File: src/rtl/scan_loader.sv
// Byte-wide host loader for a serial scan chain: shifts each byte LSB first and optionally returns the bits clocked out.
// Build option: define SCAN_READBACK_EN to capture scan_return and present it through the out_* handshake.
module scan_loader #(
  parameter int unsigned CHAIN_BYTES = 32
) (
  input  logic       clk,
  input  logic       rst,
  input  logic       in_valid,
  output logic       in_ready,
  input  logic [7:0] in_data,
  output logic       scan_enable,
  output logic       scan_in,
  input  logic       scan_return,
  output logic       out_valid,
  input  logic       out_ready,
  output logic [7:0] out_data,
  output logic       frame_done,
  output logic       busy
);

  localparam int unsigned BYTE_W = 8;
  localparam int unsigned BIT_W  = 3;
  localparam int unsigned CNT_W  = (CHAIN_BYTES > 1) ? $clog2(CHAIN_BYTES) : 1;
  localparam logic [CNT_W-1:0] LAST_BYTE = CNT_W'(CHAIN_BYTES - 1);
  localparam logic [BIT_W-1:0] LAST_BIT  = BIT_W'(BYTE_W - 1);

  typedef enum logic [1:0] {IDLE, SHIFT, HOLD} state_t;

  state_t            state, state_d;
  logic [BIT_W-1:0]  bit_cnt, bit_cnt_d;
  logic [BYTE_W-1:0] data_q, data_d;
  logic [CNT_W-1:0]  byte_cnt, byte_cnt_d;
  logic              last_bit;
  logic              in_ready_d, scan_enable_d, scan_in_d, busy_d, frame_done_d;

`ifdef SCAN_READBACK_EN
  logic [BYTE_W-1:0] rdbk_q, rdbk_d;
  logic              out_valid_d;
`endif

  assign last_bit = (bit_cnt == LAST_BIT);

  // State and datapath registers; every output is registered from its look-ahead value.
  always_ff @(posedge clk or posedge rst) begin
    if (rst) begin
      state       <= IDLE;
      bit_cnt     <= '0;
      data_q      <= '0;
      byte_cnt    <= '0;
      in_ready    <= 1'b1;
      scan_enable <= 1'b0;
      scan_in     <= 1'b0;
      busy        <= 1'b0;
      frame_done  <= 1'b0;
    end else begin
      state       <= state_d;
      bit_cnt     <= bit_cnt_d;
      data_q      <= data_d;
      byte_cnt    <= byte_cnt_d;
      in_ready    <= in_ready_d;
      scan_enable <= scan_enable_d;
      scan_in     <= scan_in_d;
      busy        <= busy_d;
      frame_done  <= frame_done_d;
    end
  end

`ifdef SCAN_READBACK_EN
  always_ff @(posedge clk or posedge rst) begin
    if (rst) begin
      rdbk_q    <= '0;
      out_valid <= 1'b0;
    end else begin
      rdbk_q    <= rdbk_d;
      out_valid <= out_valid_d;
    end
  end

  assign out_data = rdbk_q;
`else
  logic unused_inputs;

  assign out_valid     = 1'b0;
  assign out_data      = '0;
  assign unused_inputs = out_ready ^ scan_return;
`endif

  // Next-state: accept in IDLE, eight shift cycles, then optional hold for readback.
  always_comb begin
    state_d      = state;
    bit_cnt_d    = bit_cnt;
    data_d       = data_q;
    byte_cnt_d   = byte_cnt;
    frame_done_d = 1'b0;
`ifdef SCAN_READBACK_EN
    rdbk_d       = rdbk_q;
`endif
    case (state)
      IDLE: begin
        if (in_valid) begin
          state_d   = SHIFT;
          data_d    = in_data;
          bit_cnt_d = '0;
        end
      end
      SHIFT: begin
        bit_cnt_d = BIT_W'(bit_cnt + 1'b1);
`ifdef SCAN_READBACK_EN
        rdbk_d[bit_cnt] = scan_return;
`endif
        if (last_bit) begin
`ifdef SCAN_READBACK_EN
          state_d = HOLD;
`else
          state_d = IDLE;
`endif
          if (byte_cnt == LAST_BYTE) begin
            byte_cnt_d   = '0;
            frame_done_d = 1'b1;
          end else begin
            byte_cnt_d = CNT_W'(byte_cnt + 1'b1);
          end
        end
      end
`ifdef SCAN_READBACK_EN
      HOLD: begin
        if (out_ready) state_d = IDLE;
      end
`endif
      default: state_d = IDLE;
    endcase
  end

  // Output look-ahead decoded from the next state so the flops line up with it.
  always_comb begin
    in_ready_d    = (state_d == IDLE);
    scan_enable_d = (state_d == SHIFT);
    busy_d        = (state_d != IDLE);
    scan_in_d     = 1'b0;
    if (state_d == SHIFT) scan_in_d = data_d[bit_cnt_d];
`ifdef SCAN_READBACK_EN
    out_valid_d   = (state_d == HOLD);
`endif
  end

endmodule

File: config.mk
export PLATFORM = sky130hd
export DESIGN_NAME = scan_loader
export DESIGN_NICKNAME = d
export VERILOG_FILES = /design/src/rtl/scan_loader.sv
export SDC_FILE = /design/constraint.sdc
export NUM_CORES = 1
export LEC_CHECK = 0
export ABC_AREA = 1
export CAP_MARGIN = 5
export CORE_MARGIN = 4
export CORE_UTILIZATION = 53
export DETAILED_ROUTE_END_ITERATION = 6
export PLACE_DENSITY = 0.94
export SLEW_MARGIN = 10
export SYNTH_ARGS = -nofsm -noshare
export SYNTH_HDL_FRONTEND = slang
export SYNTH_SLANG_ARGS = --single-unit
File: constraint.sdc
create_clock -name clk -period 2.7 [get_ports clk]
set_input_delay 0.405 -clock clk [delete_from_list [all_inputs] [get_ports clk]]
set_output_delay 0.405 -clock clk [all_outputs]
set_load 0.01 [all_outputs]
Word level (Yosys, flattened, before mapping)
Index checks and enable logic that the tools add are counted.

storage, ports and cells
  output and inout bits = 14
  flip-flop bits (word level) = 23
  input port bits = 13

cells by class
  add/sub/neg operators = 2
  reductions and logical operators = 4
  equality and inequality tests = 4
  magnitude comparators = 1
  muxes and demuxes = 14

operators with widths
  kind                 count
  $mux 8               2
  $pmux 3 s2           1
  $add 5x1->5 const B  1
  $eq 5x5->1 const B   1
  $mux 1               5
  $mux 5               1
  $eq 2x1->1 const B   2
  $logic_not 2->1      2
  $lt 3x4->1 const B   1
  $mux 2               2
  $pmux 2 s2           1
  $add 3x1->3 const B  1
  $bmux 1 s3           1
  $eq 3x3->1 const B   1
  $mux 3               1
  $reduce_and 2->1     1
  $reduce_bool 2->1    1

Longest topological paths before layout
  word-level depth = 5
  mapped depth = 10
  gate-level depth less buffers = 10

Worst setup path after synthesis
No wires, ideal clock.

  path type = register -> register
  start = reg bit_cnt[0]
  end = reg scan_in
  arrival time = 1260 ps
  setup time = 71 ps
  cell stages (with the launch flop) = 9
  setup slack = 1369 ps
  path through = dfrtp_1 -> ha_1 -> ha_1 -> inv_1 -> o21ai_1 -> inv_1 -> nand3_1 -> nand2_1 -> nor2_1

on the way
  cells in the longest elaborated chain, start to end = 5
  elaborated cells between the ends (all ways) = 10
  those cells by class = add/sub (1); eq/ne (2); mux (7)

ends and longest elaborated chain
  element                       line  text
  start: declaration            30    logic [BIT_W-1:0] bit_cnt, bit_cnt_d;
  start signal: assignment      57    bit_cnt <= bit_cnt_d;
  $add 3x1->3                   107   bit_cnt_d = BIT_W'(bit_cnt + 1'b1);
  $pmux 3 s2                    98    case (state)
  via bit_cnt_d[2]              30
  $bmux 1 s3                    140   if (state_d == SHIFT) scan_in_d = data_d[bit_cnt_d];
  $mux 1 (implied by the code)  140
  $mux 1                        140
  via scan_in_d                 34    logic in_ready_d, scan_enable_d, scan_in_d, busy_d, frame_done_d;
  end signal: assignment        62    scan_in <= scan_in_d;
  end: declaration              12    output logic scan_in,

The timed path passes the listed nets, and every way through them passes these cells. The select of a mux whose other input is x is not followed.
A chain may end at the register's enable or synchronous reset.

Worst setup path in the final report
  start = reg in_ready
  end = out in_ready

RTL lines
  element                   line  text
  start: declaration        9     output logic in_ready,
  start signal: assignment  60    in_ready <= in_ready_d;

No word-level cell between the ends.

==> impl_metrics.tcl <==
set metrics [dict create \
    port_buffers 15 \
    synth_ff_type "dfrtp_1" \
    ys.warnings.count 0 \
    yosysMostFrequentCell "nand2_1" \
    grt_max_degree 24 \
    ant_nets 0 \
    clk_pin_slew_worst_paths_ns 0.12 \
    fin_crit_ns 1.76 \
    vias 906 \
    cp_max_fo 1 \
    avgRoutedWirePerCell_um 10.2 \
    p_per_area_mw_per_mm2 588 \
    clkSinkCount 23 \
    yosys-top-cells-area "dfrtp_1 45%, nand2_1 11%, inv_1 9.2%, buf_4 5.5%, ha_1 4.1%" \
    yosysTopAreaCell "dfrtp_1" \
    r2r.worst_path.cells 8 \
    fin_skew_ns 0.00311 \
    grt_pass1_vias 884 \
    cts-hold-fix-buffers 0 \
    power_leakage_uw 0.000745 \
    die_area_mm2 0.00316 \
    cpLargestDelayFamily "flip-flops" \
    synth_area_mm2 0.00123 \
    antenna_found_initial 0 \
    fin_nets 184 \
    slew_headroom 0.427 \
    area_growth_syn_to_layout_pct 13.3 \
    fp.dieW_um 56.2 \
    clock_path_buffers 2 \
    place_congestion 0.873 \
    cts_buffers 3 \
    slowest_stage "dfstp_2" \
    clock_latency_ns 0.31 \
    synth_cell_types 22 \
    multiInputGateArea_um2 484 \
    path_class "reg -> out" \
    num_rows 17 \
    postCtsResizedCells 0 \
    fin_crit_sh 0.652 \
    cp-end-kind "output pin" \
    path_buf_inv 1 \
    vias_per_cell 4.67 \
    place_area_mm2 0.00137 \
    path_depth 1 \
    finalSetupTns_ns 0 \
    drt-pass1-iter-count 4 \
    yosysSeqAreaShare 0.469 \
    cts_tree "yes" \
    drc 0 \
    fill_cells 187 \
    htreeDepth 1 \
    max_freq_mhz 568 \
    cp.required_ns 2.30 \
    die_y_um 56.2 \
    peakVddDrop_v 0.000463 \
    outcome "finished, final reports clean" \
    routed_wl_um 1980 \
    arrival_ns 1.36 \
    path_cells "clkdlybuf4s50_1" \
    report.final.slew_viol_count 0 \
    grt_overflow_total 0 \
    slowest_delay_ns 0.53 \
    drt-initial-drc-count 20 \
    dp_hpwl_um 1570 \
    drv_cap 0 \
    post_cts_buffers 0 \
    num_io_pins 27 \
    fin_area_mm2 0.00139 \
    worst_pin_slew_ns 0.859 \
    drive_gt1_frac 0.0843 \
    rsz0062_at_grt "false" \
    coreArea_mm2 0.00221 \
    synth_edf_count 0 \
    syn_inst 148 \
    ff_latch_area_um2 577 \
    start_util 0.556 \
    power.total_uw 820 \
    setup_viol_count_final 0 \
    worstHoldPathType "reg -> reg" \
    utilization 0.630 \
    final_hold_viol_count 0 \
    synthTopCellsByCount "36 x nand2_1, 30 x inv_1, 22 x dfrtp_1" \
    grtUsageTotal 0.140 \
    holdPathStages 2 \
    yosys.area.top_type_share 0.448 \
    grt_pass1_wl_um 3630 \
    holdWs_ns 0.496 \
    synth-async-reset-ratio 1.00 \
    ys_seq_elements 23 \
    diodes 0 \
    syn_avg_cell_area_um2 8.31 \
    worst_setup_path_start_kind "flip-flop" \
    cts_root_buffer "clkbuf_4" \
]
==> routing by layer <==
layer | track usage | vias to the layer above | wire length (um)
li1 | - | 464 | -
met4 | 0.0339 | 0 | 23
met1 | 0.171 | 422 | 821
met5 | 0 | - | 0
met3 | 0.0209 | 3 | 79
met2 | 0.257 | 17 | 1060
==> final cells by class <==
class                   instances  share of cell area
clock buffers                   3              0.0162
clock inverters                 1             0.00359
inverters                      32              0.0862
multi-input cells              92               0.347
flip-flops and latches         23               0.414
well taps                      28              0.0251
repair buffers                 15               0.108
==> metrics by stage <==
step | worst slack (ns) | cells
6_report | 0.939 | 194
5_1_grt | 0.891 | 194
4_1_cts | 0.923 | 194
3_5_place_dp | 0.833 | 190
3_3_place_gp | 0.830 | 190
2_1_floorplan | 1.37 | 157
==> cell usage in the layout (no fill, tap or decap) <==
master / Yosys / final
o21a_1: 1 / 1
nor2_2: 1 / 1
inv_1: 30 / 30
clkinv_2: 0 / 1
o211ai_1: 1 / 1
ha_1: 4 / 4
nand3_4: 2 / 2
inv_2: 2 / 2
nand3_1: 9 / 9
nand2_4: 2 / 2
a21oi_1: 2 / 2
nor2_1: 10 / 10
nor3_1: 2 / 2
nand3b_1: 3 / 3
dfrtp_1: 22 / 22
clkbuf_4: 0 / 3
nor2_4: 2 / 2
clkdlybuf4s50_1: 0 / 15
o21ai_0: 6 / 6
o21ai_1: 1 / 1
dfstp_2: 1 / 1
nand2_1: 36 / 36
conb_1: 1 / 10
==> final timing paths <==
| path | start | endpoint | slack (ns) |
|---|---|---|---|
| setup / recovery | in_ready | in_ready | 0.94 |
| hold reg to reg | byte_cnt[4] | byte_cnt[4] | 0.50 |
| setup reg to reg | bit_cnt[0] | scan_in | 1.18 |
| min in group asynchronous | rst | data_q[6] | 0.56 |
| hold / removal | byte_cnt[4] | byte_cnt[4] | 0.50 |
| max in group asynchronous | rst | bit_cnt[2] | 1.61 |
==> power breakdown <==
group          switching, uW  total, uW  internal (uW)
logic                    142        240           98.7
registers               25.1        425            400
clock network           99.6        155           55.3
total                    266        820            554
==> sequential cells by signal, summed over array words and instances (netlist names) <==
register and cells:
data_q 8, bit_cnt 3, scan_enable 1, in_ready 1, busy 1, state 2, scan_in 1, byte_cnt 5
frame_done 1
==> logic make-up after synthesis <==
kind of cell / share of synthesized area
compound gates: 0.0488
fa+ha+maj: 0.0407
buf+inv: 0.165
flops: 0.469
other cells: 0.00305
simple gates: 0.274
==> tightest hold or removal path: cells and delay by family (launching register included) <==
family	cells	cell delay (ns)
flops	1	0.37
simple gates	2	0.11
(Power assumes the default switching activity.)
